File: config.mk
export PLATFORM = sky130hd
export DESIGN_NAME = seq_alu_flat
export DESIGN_NICKNAME = d
export VERILOG_FILES = /design/src/rtl/seq_alu_if.sv /design/src/rtl/seq_alu.sv /design/src/flat_wrapper.sv
export SDC_FILE = /design/constraint.sdc
export NUM_CORES = 1
export LEC_CHECK = 0
export ABC_AREA = 0
export CAP_MARGIN = 20
export CORE_MARGIN = 3
export CORE_UTILIZATION = 63
export DETAILED_ROUTE_END_ITERATION = 12
export PLACE_DENSITY = 0.87
export SETUP_SLACK_MARGIN = 0.05
export SLEW_MARGIN = 0
export SYNTH_ARGS = -nofsm -noshare
export SYNTH_HDL_FRONTEND = slang
export SYNTH_SLANG_ARGS = --single-unit
File: constraint.sdc
create_clock -name clk -period 6 [get_ports clk]
set_input_delay 1.8 -clock clk [delete_from_list [all_inputs] [get_ports clk]]
set_output_delay 1.8 -clock clk [all_outputs]
set_load 0.01 [all_outputs]
File: src/rtl/seq_alu_if.sv
// Handshake and operand/result bundle between a requester and seq_alu.
interface seq_alu_if #(
  parameter int WIDTH = 8
);
  logic             start;
  logic [3:0]       op;
  logic [WIDTH-1:0] accu_in;
  logic [WIDTH-1:0] data_in;
  logic             ci;
  logic             busy;
  logic             done;
  logic [WIDTH-1:0] result;
  logic             co;
  logic             zf;

  modport master (
    output start, op, accu_in, data_in, ci,
    input  busy, done, result, co, zf
  );

  modport slave (
    input  start, op, accu_in, data_in, ci,
    output busy, done, result, co, zf
  );
endinterface

File: src/rtl/seq_alu.sv
// Registered ALU with shifts/rotates and an optional iterative shift-add MUL.
// Define SEQ_ALU_MUL_EN to compile in the multiplier (op 12) and its MUL state.
module seq_alu #(
  parameter int WIDTH = 8,
  parameter int SHW   = $clog2(WIDTH)
) (
  input logic      clk,
  input logic      rst,
  seq_alu_if.slave bus
);

  localparam logic [3:0] OP_ADD = 4'd0;
  localparam logic [3:0] OP_SUB = 4'd1;
  localparam logic [3:0] OP_AND = 4'd2;
  localparam logic [3:0] OP_OR  = 4'd3;
  localparam logic [3:0] OP_XOR = 4'd4;
  localparam logic [3:0] OP_NOT = 4'd5;
  localparam logic [3:0] OP_LD  = 4'd6;
  localparam logic [3:0] OP_SHL = 4'd8;
  localparam logic [3:0] OP_SHR = 4'd9;
  localparam logic [3:0] OP_ROL = 4'd10;
  localparam logic [3:0] OP_ROR = 4'd11;

  // Returns {co, result} for every op that completes in one cycle.
  function automatic logic [WIDTH:0] alu_single(
    input logic [3:0]       op,
    input logic [WIDTH-1:0] a,
    input logic [WIDTH-1:0] b,
    input logic             ci
  );
    logic [SHW-1:0]     n;
    logic [WIDTH:0]     sh;
    logic [2*WIDTH-1:0] rot;
    int                 r;
    n   = b[SHW-1:0];
    r   = int'(n) % WIDTH;
    sh  = '0;
    rot = '0;
    alu_single = '0;
    case (op)
      OP_ADD: alu_single = {1'b0, a} + {1'b0, b} + {{WIDTH{1'b0}}, ci};
      OP_SUB: alu_single = {1'b0, a} - {1'b0, b} - {{WIDTH{1'b0}}, ci};
      OP_AND: alu_single = {1'b0, a & b};
      OP_OR:  alu_single = {1'b0, a | b};
      OP_XOR: alu_single = {1'b0, a ^ b};
      OP_NOT: alu_single = {1'b0, ~a};
      OP_LD:  alu_single = {1'b0, b};
      OP_SHL: alu_single = {1'b0, a} << n;
      OP_SHR: begin
        sh = {a, 1'b0} >> n;
        alu_single = {sh[0], sh[WIDTH:1]};
      end
      OP_ROL: begin
        rot = {a, a} << r;
        alu_single = {1'b0, rot[2*WIDTH-1:WIDTH]};
      end
      OP_ROR: begin
        rot = {a, a} >> r;
        alu_single = {1'b0, rot[WIDTH-1:0]};
      end
      default: alu_single = '0;
    endcase
  endfunction

  logic             done_q, done_d;
  logic [WIDTH-1:0] result_q, result_d;
  logic             co_q, co_d;
  logic             zf_q;
  logic             busy;

`ifdef SEQ_ALU_MUL_EN
  localparam logic [3:0]     OP_MUL   = 4'd12;
  localparam logic [0:0]     S_IDLE   = 1'b0;
  localparam logic [0:0]     S_MUL    = 1'b1;
  localparam logic [SHW-1:0] CNT_LAST = SHW'(WIDTH - 1);

  logic [0:0]         state_q, state_d;
  logic [SHW-1:0]     cnt_q, cnt_d;
  logic [2*WIDTH-1:0] mcand_q, mcand_d;
  logic [WIDTH-1:0]   mplier_q, mplier_d;
  logic [2*WIDTH-1:0] prod_q, prod_d;
  logic [2*WIDTH-1:0] prod_nxt;

  assign busy     = (state_q == S_MUL);
  assign prod_nxt = prod_q + (mplier_q[0] ? mcand_q : '0);

  always_comb begin
    state_d  = state_q;
    cnt_d    = cnt_q;
    mcand_d  = mcand_q;
    mplier_d = mplier_q;
    prod_d   = prod_q;
    result_d = result_q;
    co_d     = co_q;
    done_d   = 1'b0;
    case (state_q)
      S_IDLE: begin
        if (bus.start) begin
          if (bus.op == OP_MUL) begin
            mcand_d  = {{WIDTH{1'b0}}, bus.accu_in};
            mplier_d = bus.data_in;
            prod_d   = '0;
            cnt_d    = '0;
            state_d  = S_MUL;
          end else begin
            {co_d, result_d} = alu_single(bus.op, bus.accu_in, bus.data_in, bus.ci);
            done_d = 1'b1;
          end
        end
      end
      default: begin
        prod_d   = prod_nxt;
        mcand_d  = mcand_q << 1;
        mplier_d = mplier_q >> 1;
        cnt_d    = cnt_q + 1'b1;
        // The final partial product is folded straight into the result.
        if (cnt_q == CNT_LAST) begin
          result_d = prod_nxt[WIDTH-1:0];
          co_d     = |prod_nxt[2*WIDTH-1:WIDTH];
          done_d   = 1'b1;
          state_d  = S_IDLE;
        end
      end
    endcase
  end

  always_ff @(posedge clk) begin
    if (rst) state_q <= S_IDLE;
    else     state_q <= state_d;
  end

  always_ff @(posedge clk) begin
    cnt_q    <= cnt_d;
    mcand_q  <= mcand_d;
    mplier_q <= mplier_d;
    prod_q   <= prod_d;
  end
`else
  assign busy = 1'b0;

  always_comb begin
    result_d = result_q;
    co_d     = co_q;
    done_d   = 1'b0;
    if (bus.start) begin
      {co_d, result_d} = alu_single(bus.op, bus.accu_in, bus.data_in, bus.ci);
      done_d = 1'b1;
    end
  end
`endif

  always_ff @(posedge clk) begin
    if (rst) begin
      done_q   <= 1'b0;
      result_q <= '0;
      co_q     <= 1'b0;
      zf_q     <= 1'b1;
    end else begin
      done_q   <= done_d;
      result_q <= result_d;
      co_q     <= co_d;
      zf_q     <= (result_d == '0);
    end
  end

  assign bus.busy   = busy;
  assign bus.done   = done_q;
  assign bus.result = result_q;
  assign bus.co     = co_q;
  assign bus.zf     = zf_q;

endmodule
File: src/flat_wrapper.sv
// flat-port wrapper written by rule: the top's interface ports become plain ports
module seq_alu_flat 
#(
  parameter int WIDTH = 8,
  parameter int SHW   = $clog2(WIDTH)
)
  (clk, rst, bus_start, bus_op, bus_accu_in, bus_data_in, bus_ci, bus_busy, bus_done, bus_result, bus_co, bus_zf);
  seq_alu_if #(.WIDTH(WIDTH)) bus_i ();
  input logic clk;
  input logic rst;
  input wire logic [$bits(bus_i.start)-1:0] bus_start;
  input wire logic [$bits(bus_i.op)-1:0] bus_op;
  input wire logic [$bits(bus_i.accu_in)-1:0] bus_accu_in;
  input wire logic [$bits(bus_i.data_in)-1:0] bus_data_in;
  input wire logic [$bits(bus_i.ci)-1:0] bus_ci;
  output wire logic [$bits(bus_i.busy)-1:0] bus_busy;
  output wire logic [$bits(bus_i.done)-1:0] bus_done;
  output wire logic [$bits(bus_i.result)-1:0] bus_result;
  output wire logic [$bits(bus_i.co)-1:0] bus_co;
  output wire logic [$bits(bus_i.zf)-1:0] bus_zf;
  assign bus_i.start = bus_start;
  assign bus_i.op = bus_op;
  assign bus_i.accu_in = bus_accu_in;
  assign bus_i.data_in = bus_data_in;
  assign bus_i.ci = bus_ci;
  assign bus_busy = bus_i.busy;
  assign bus_done = bus_i.done;
  assign bus_result = bus_i.result;
  assign bus_co = bus_i.co;
  assign bus_zf = bus_i.zf;
  seq_alu #(.WIDTH(WIDTH), .SHW(SHW)) u_core (.clk(clk), .rst(rst), .bus(bus_i));
endmodule
# Word-level counts from Yosys, hierarchy flattened
# Cells that the tools add are included.
# Widths: inputs -> output; s select.
[totals]
n_memories = 0
elab_cells = 31
mem_bits_ro = 0
mem_bits_rw = 0
latch_bits = 0
ff_bits = 11
[op_classes]
mux = 3
n_eq_ne = 10
n_reduce_logical = 2
div_mod_pow = 0
multipliers = 0
n_bitwise = 4
shift = 4
n_lt_le_gt_ge = 0
add_sub_neg = 4
[ops]
columns = ["operator", "n"]
rows = [
  ["$pmux 9 s11", 1],
  ["$eq 4x4->1 const B", 4],
  ["$shl 16x3->16", 1],
  ["$shr 16x3->8", 1],
  ["$eq 4x3->1 const B", 3],
  ["$add 8x8->9", 1],
  ["$add 9x1->9", 1],
  ["$shl 8x3->9", 1],
  ["$shr 9x3->9", 1],
  ["$sub 8x8->9", 1],
  ["$sub 9x1->9", 1],
  ["$and 8x8->8", 1],
  ["$eq 4x2->1 const B", 2],
  ["$logic_not 8->1", 1],
  ["$mux 8", 1],
  ["$not 8->8", 1],
  ["$or 8x8->8", 1],
  ["$xor 8x8->8", 1],
  ["$eq 4x1->1 const B", 1],
  ["$logic_not 4->1", 1],
  ["$mux 1", 1],
]

# Longest topological paths before layout
# Gate-level depths: netlist of the first run.
[depth]
word_depth = 5
mapped_depth = 12
mapped_depth_nobuf = 11

# Least setup slack after synthesis of the first run
# OpenSTA, ideal clock, no wires.
[synth_path]
path_type = "input port to flip-flop"
start = "input port bus_data_in[0]"
end = "register u_core.zf_q, in the netlist u_core.bus.zf"
stages = 12
setup_slack_ns = 1.667
required_time_ns = 5.884
setup_time_ns = 0.116
t_arrival_ns = 4.216
cell_sequence = "buf_6 > buf_6 > inv_1 > fa_1 > fa_1 > o21a_1 > o211ai_1 > a21boi_0 > nand3b_1 > a32o_1 > nor4b_2 > a41o_1"
[synth_between]
elab_chain_cells = 5
word_cells_on_any_way = 14
[synth_lines]
columns = ["item", "line", "source"]
rows = [
  ["from (decl)", "flat_wrapper.sv:14", "input wire logic [$bits(bus_i.data_in)-1:0] bus_data_in;"],
  ["$sub 8x8->9 / $add 8x8->9 (equally long branches)", "seq_alu.sv:42, seq_alu.sv:41", ""],
  ["$sub 9x1->9 / $add 9x1->9 (equally long branches)", "seq_alu.sv:42, seq_alu.sv:41", ""],
  ["$pmux 9 s11 (*)", "seq_alu.sv:40", "case (op)"],
  ["$mux 8 (*)", "seq_alu.sv:145", "if (bus.start) begin"],
  ["$logic_not 8->1 (*)", "seq_alu.sv:162", "zf_q <= (result_d == '0);"],
  ["to (signal assigned)", "seq_alu.sv:162", ""],
  ["to (decl)", "seq_alu.sv:68", "logic zf_q;"],
]
# Mark *: on every way between the ends. The rest lies on a longest branch, timed or not.
# A chain may end at the register's enable or synchronous reset.

# Final worst setup path of the first run
[layout_path]
start = "input port bus_accu_in[4]"
end = "register u_core.zf_q, in the netlist u_core.bus.zf"
[layout_between]
elab_chain_cells = 5
word_cells_on_any_way = 15
[layout_lines]
columns = ["item", "line", "source"]
rows = [
  ["from (decl)", "flat_wrapper.sv:13", "input wire logic [$bits(bus_i.accu_in)-1:0] bus_accu_in;"],
  ["$sub 8x8->9 / $add 8x8->9 (equally long branches)", "seq_alu.sv:42, seq_alu.sv:41", ""],
  ["$sub 9x1->9 / $add 9x1->9 (equally long branches)", "seq_alu.sv:42, seq_alu.sv:41", ""],
  ["$pmux 9 s11 (*)", "seq_alu.sv:40", ""],
  ["$mux 8 (*)", "seq_alu.sv:145", ""],
  ["$logic_not 8->1 (*)", "seq_alu.sv:162", ""],
]
# Marks and branches as above.

==> results by group, run 1 <==
Outcome
  • Status: complete, no violations

Worst setup path
  • Largest fanout on the critical path: 10
  • Slowest CP cell: clkdlybuf4s50_1
  • Arrival time at the worst endpoint: 5.01 ns
  • Most used cell, CP: ha_1
  • CP Class: input pin to register
  • Max stage delay on crit path: 0.79 ns
  • CP Buf/Inv Count: 2
  • Worst-path cell chain: clkdlybuf4s50_1 -> inv_1 -> ha_1 -> ha_1 -> nor4_1 -> a22oi_1 -> a31oi_1 -> xor2_1 -> o211ai_1 -> a222oi_1 -> a41o_1
  • Setup crit end kind: register
  • Worst Path Required: 6.19 ns
  • Setup crit start kind: input pin
  • Crit path max-delay family: compound AO/OA/AOI/OAI gates

Route
  • Vias per inst: 7.294
  • Routed wire per std cell: 21.41 µm
  • DRT iter0 DRCs: 411
  • Final antenna-violating net count: 0
  • DRC errors left: 0
  • DR vias: 3,297
  • Routed WL: 9.679 mm
  • DR pass1 iterations: 6

Pwr
  • P per Cell Area: 124.3 mW/mm²
  • Sequential power share: 19.1%
  • Net Sw Frac: 43.20%
  • Combinational share of power: 63.0%
  • Total power: 0.4198 mW
  • Internal: 0.2384 mW
  • Clk pwr share: 17.9%
  • Pleak: 1.325 nW
  • Maximum vdd drop: 0.1058 mV
  • P_sw: 0.1814 mW

GRT
  • Largest net degree at the start of global routing: 30
  • GRT Util Overall: 33.95%
  • Overflow after GRT: 0
  • Initial antenna violation count: 0
  • Vias in the first global route: 2,959
  • First-pass GRT wire length: 14.70 mm

Synth
  • Ys async rst share: 0%
  • Yosys warnings: 0
  • Synth cell types: 77
  • Synth Area per Inst: 7.949 µm²
  • Dominant register cell in the synthesized netlist: dfxtp_1
  • Seq cells post-synth: 11
  • Post-Syn Instances: 382
  • Post-synth net total: 441
  • Post-synth EDFFs: 0
  • Post-synthesis sequential area ratio: 7.252%
  • Syn Std Cell Area: 0.003037 mm²

Final layout
  • Final Non-Filler Cells: 452
  • Area of the multi-input gates: 0.002526 mm²
  • Util after Layout: 75.00%
  • Final Instance Area: 0.003378 mm²
  • Filler Cell Count: 340
  • Nets@finish: 460
  • Register area: 220.2 µm²
  • Most frequent cells in the layout: 34 x clkdlybuf4s50_1, 31 x nor2_1, 31 x ha_1
  • Most common cell after layout, fill and taps aside: clkdlybuf4s50_1
  • Layout cell share with drive strength beyond 1: 12.75%
  • Layout area overhead: 11.25%
  • Number of antenna diodes: 0

Timing
  • Final Hold Fails: 0
  • Final Max Tran Viols: 0
  • RSZ-0062 raised after global routing: no
  • Max Freq: 207.5 MHz
  • Fraction of the cycle the final worst path needs: 80.31%
  • Slew headroom: 31.24%
  • Clock Skew: 0.005820 ns
  • Hold_ws: 0.5063 ns
  • Setup violators final: 0
  • Minimum clock period: 4.818 ns
  • Final worst setup slack: 1.182 ns
  • Setup_tns: 0 ns
  • Worst slew pin tran: 1.028 ns

CTS
  • CTS buffer count: 3
  • Clock Latency Late Sink: 0.24 ns
  • Post-CTS Setup Bufs: 0
  • # hold bufs at CTS: 0
  • CTS Buffer Depth: 2
  • CTS H-tree depth: 1
  • PostCTS Resize Cnt: 0
  • Num Clock Sinks: 11
  • Clk slew on worst S/H paths: 0.05 ns
  • Root Buffer: clkbuf_8
  • CTS tree: yes

Min path
  • Hold WC Path Type: register to register

Die
  • Die height: 75.43 µm
  • Core Area: 0.004504 mm²
  • IO Pins: 36
  • Rows: 24
  • Die ar.: 0.005689 mm²
  • DIE WIDTH: 75.43 µm
  • Initial Util: 67.42%

Placed design
  • Pre-CTS setup slack: 1.012 ns
  • Post-DP HPWL: 7.135 mm
  • RD Place Congestion: 0.9832
  • Dpl cells: 448
  • Port Buffers: 34
  • Area after DPL: 0.003332 mm²

Run
  • Max Cap Viol: 0
==> sequential cells by signal, indices dropped and copies added (netlist names) <==
name	cells
u_core.bus.co	1
u_core.bus.done	1
u_core.bus.result	8
u_core.bus.zf	1
==> per-layer routing <==
layer / vias up / part of all wire, % / track usage [%]
li1: 1467 / - / -
met1: 1514 / 36 / 44.27
met2: 252 / 46 / 55.99
met3: 64 / 12 / 5.541
met4: 0 / 5.3 / 13.40
met5: - / 0 / 0
==> worst paths after layout <==
check,from,endpoint,slack (ns),depth (start not counted)
min reg2reg,u_core.bus.co,u_core.bus.co,0.51,2
max,bus_accu_in[4],u_core.bus.zf,1.18,11
max reg2reg,u_core.bus.result[0],u_core.bus.zf,4.23,7
min,u_core.bus.co,u_core.bus.co,0.51,2
==> cells by family (layout without fill, tap and decap cells) <==
kind of cell,Yosys count,after routing,synth area share (%)
buffers and inverters,58,76,9.559
muxes,32,32,15.86
DFF,11,11,7.252
AOI/OAI and AO/OA,118,118,27.11
and+or+nand+nor,120,120,22.66
adders and majority gates,35,35,15.41
xor gates and xnor gates,7,7,2.019
other,1,1,0.1235
==> cell usage after synthesis (8+ instances only) <==
master | instances | area [µm²]
dfxtp_1 | 11 | 220.2
nor2b_1 | 14 | 87.58
mux4_2 | 11 | 247.7
nand2_1 | 23 | 86.33
a21oi_1 | 30 | 150.1
buf_2 | 12 | 60.06
mux2i_1 | 8 | 80.08
inv_1 | 26 | 97.59
clkbuf_1 | 8 | 30.03
mux2_2 | 11 | 123.9
nor2_1 | 31 | 116.4
o21ai_0 | 18 | 90.09
ha_1 | 31 | 387.9
==> power by group through the flow <==
stage | sequential [mW] | combinational, mW | clock (mW)
5_1_grt | 0.0808 | 0.282 | 0.0790
3_3_place_gp | 0.0816 | 0.249 | 0
4_1_cts | 0.0802 | 0.256 | 0.0748
6_report | 0.0803 | 0.264 | 0.0751
3_5_place_dp | 0.0816 | 0.254 | 0
2_1_floorplan | 0.0837 | 0.177 | 0
==> area by class of cell <==
cell class,instances,share of cell area [%]
timing repair buffer,44,12.30
inverter,28,3.111
multi-input combinational,313,74.78
tap,52,1.926
clock inverter,1,0.1481
clock buffer,3,1.222
sequential,11,6.519
==> worst reg2reg max path: cells and delay by family (launching register included) <==
family,cells,cell delay [ns]
AO/OA/AOI/OAI,5,0.99
AND/OR/NAND/NOR,2,0.43
flip-flops,1,0.30
(Power assumes the default switching activity.)
==> inputs of run 2 (changes only) <==
--- a/config.mk
+++ b/config.mk
@@ -8,9 +8,9 @@
 export ABC_AREA = 0
 export CAP_MARGIN = 20
 export CORE_MARGIN = 3
-export CORE_UTILIZATION = 63
+export CORE_UTILIZATION = 58
 export DETAILED_ROUTE_END_ITERATION = 12
-export PLACE_DENSITY = 0.87
+export PLACE_DENSITY = 0.81
 export SETUP_SLACK_MARGIN = 0.05
 export SLEW_MARGIN = 0
 export SYNTH_ARGS = -nofsm -noshare
==> constraint.sdc (replaced) <==
create_clock -name clk -period 4.65 [get_ports clk]
set_input_delay 1.395 -clock clk [delete_from_list [all_inputs] [get_ports clk]]
set_output_delay 1.395 -clock clk [all_outputs]
set_load 0.01 [all_outputs]
==> results by group, run 2 (synthesized netlist as in run 1, its figures left out) <==
Die
  • Initial Util: 62.23% (-5.2 points)
  • Die height: 78.36 µm (+3.9%)
  • Core Area: 0.004880 mm² (+8.3%)
  • Die ar.: 0.006140 mm² (+7.9%)
  • DIE WIDTH: 78.36 µm (+3.9%)
  • IO Pins: 36 (unchanged)
  • Rows: 25 (+4.2%)

Route
  • DR pass1 iterations: 6 (unchanged)
  • Final antenna-violating net count: 0 (unchanged)
  • DRC errors left: 0 (unchanged)
  • WL met1: 3.861 mm (+9.6%)
  • Routed wire per std cell: 19.85 µm (-7.3%)
  • DRT iter0 DRCs: 451 (+9.7%)
  • Vias per inst: 6.883 (-5.6%)
  • Routed WL: 9.509 mm (-1.8%)
  • DR vias: 3,297 (unchanged)
  • Metal3 WL: 947 µm (-19%)
  • DR WL met2: 4.281 mm (-4.1%)
  • Top sig layer: met4

Placed design
  • Port Buffers: 34 (unchanged)
  • Post-DP HPWL: 7.218 mm (+1.2%)
  • RD Place Congestion: 0.9589 (-2.5%)
  • Pre-CTS setup slack: 0.2109 ns (-0.8016 ns)

GRT
  • Initial antenna violation count: 0 (unchanged)
  • Overflow after GRT: 0 (unchanged)
  • GRT Util Overall: 31.63% (-2.3 points)
  • Vias in the first global route: 3,045 (+2.9%)
  • First-pass GRT wire length: 15.52 mm (+5.5%)
  • Largest net degree at the start of global routing: 30 (unchanged)

Final layout
  • Most frequent cells in the layout: 34 x clkdlybuf4s50_1, 31 x nor2_1, 31 x ha_1
  • Max reg flops: 8 (unchanged)
  • Layout area overhead: 14.79%
  • Util after Layout: 71.44% (-3.6 points)
  • Layout cell share with drive strength beyond 1: 15.05% (+2.3 points)
  • Nets@finish: 472 (+2.6%)
  • Number of antenna diodes: 0 (unchanged)
  • Most common cell after layout, fill and taps aside: clkdlybuf4s50_1

Timing
  • Worst slew pin tran: 0.6707 ns (-0.3575 ns)
  • Clock Skew: 0.006536 ns (+0.0007164 ns)
  • Fraction of the cycle the final worst path needs: 91.03%
  • Slew headroom: 55.17% (+24 points)
  • RSZ-0062 raised after global routing: no
  • Final Hold Fails: 0 (unchanged)
  • Hold_ws: 0.5126 ns (+0.006336 ns)
  • Final Max Tran Viols: 0 (unchanged)
  • Setup_tns: 0 ns (unchanged)
  • Max Freq: 236.2 MHz
  • Setup violators final: 0 (unchanged)
  • Minimum clock period: 4.233 ns
  • Final worst setup slack: 0.4171 ns (-0.7646 ns)

CTS
  • # hold bufs at CTS: 0 (unchanged)
  • Clk slew on worst S/H paths: 0.05 ns (about the same)
  • CTS tree: yes
  • Root Buffer: clkbuf_8
  • Num Clock Sinks: 11 (unchanged)
  • CTS H-tree depth: 1 (unchanged)
  • CTS Buffer Depth: 2 (unchanged)
  • Clock Latency Late Sink: 0.25 ns (about the same)
  • PostCTS Resize Cnt: 0 (unchanged)
  • Post-CTS Setup Bufs: 0 (unchanged)
  • CTS buffer count: 3 (unchanged)

Pwr
  • Total power: 0.5482 mW (+31%)
  • P per Cell Area: 157.3 mW/mm² (+27%)
  • Maximum vdd drop: 0.1463 mV (+38%)
  • Pleak: 1.381 nW (+4.2%)

Outcome
  • Status: complete, no violations

Worst setup path
  • R2r setup slk: 2.89 ns (-1.34 ns)
  • Setup crit start kind: input pin
  • Worst Path Required: 4.79 ns (-1.40 ns)
  • Arrival time at the worst endpoint: 4.38 ns (-0.63 ns)
  • Largest fanout on the critical path: 3 (-7)
  • Setup crit end kind: register
  • CP Class: input pin to register

Run
  • Max Cap Viol: 0 (unchanged)

Min path
  • Hold WC Path Type: register to register
## run 2: cell type report
| cell class | count | area, µm² |
|---|---|---|
| Fill cell | 395 | 1394 |
| Multi-Input combinational cell | 313 | 2526 |
| Inverter | 28 | 105.1 |
| Clock buffer | 4 | 45.04 |
| Sequential cell | 11 | 220.2 |
| Timing Repair Buffer | 56 | 505.5 |
| Tap cell | 67 | 83.83 |
## run 2: routing by layer
| layer | global-route usage, % | vias up |
|---|---|---|
| met3 | 5.619 | 45 |
| met2 | 49.66 | 214 |
| met5 | 0 | - |
| li1 | - | 1487 |
| met4 | 13.81 | 0 |
| met1 | 42.50 | 1551 |
## run 2: worst max-delay path, stage by stage
cell             delay (ns)
clkdlybuf4s50_1        0.53
inv_1                  0.12
fa_1                   0.45
fa_1                   0.43
o21a_1                 0.22
o211ai_1               0.21
a21boi_0               0.15
nand3b_1               0.18
a32o_1                 0.29
nor4b_2                0.17
a41o_1                 0.24
## run 2: path summary, 6_finish.rpt
check | from | cells after the start | end
worst max-delay path | bus_data_in[0] | 11 | u_core.bus.zf
worst min-delay path | u_core.bus.co | 2 | u_core.bus.co
worst max register to register | u_core.bus.result[0] | 7 | u_core.bus.zf
worst min register to register | u_core.bus.co | 2 | u_core.bus.co
## run 2: where the power goes
part,leakage (nW),switching [mW],internal [mW]
Sequential,0.0901,0.00286,0.101
Combinational,1.27,0.191,0.154
Clock,0.0228,0.0390,0.0604
Total,1.38,0.233,0.315
## run 2: stage by stage
stage                     std cells  area [µm²]
final                           479        3486
after global routing            479        3486
after CTS                       479        3486
after detailed placement        475        3441
after global placement          475        3441
after floorplan                 382        3037
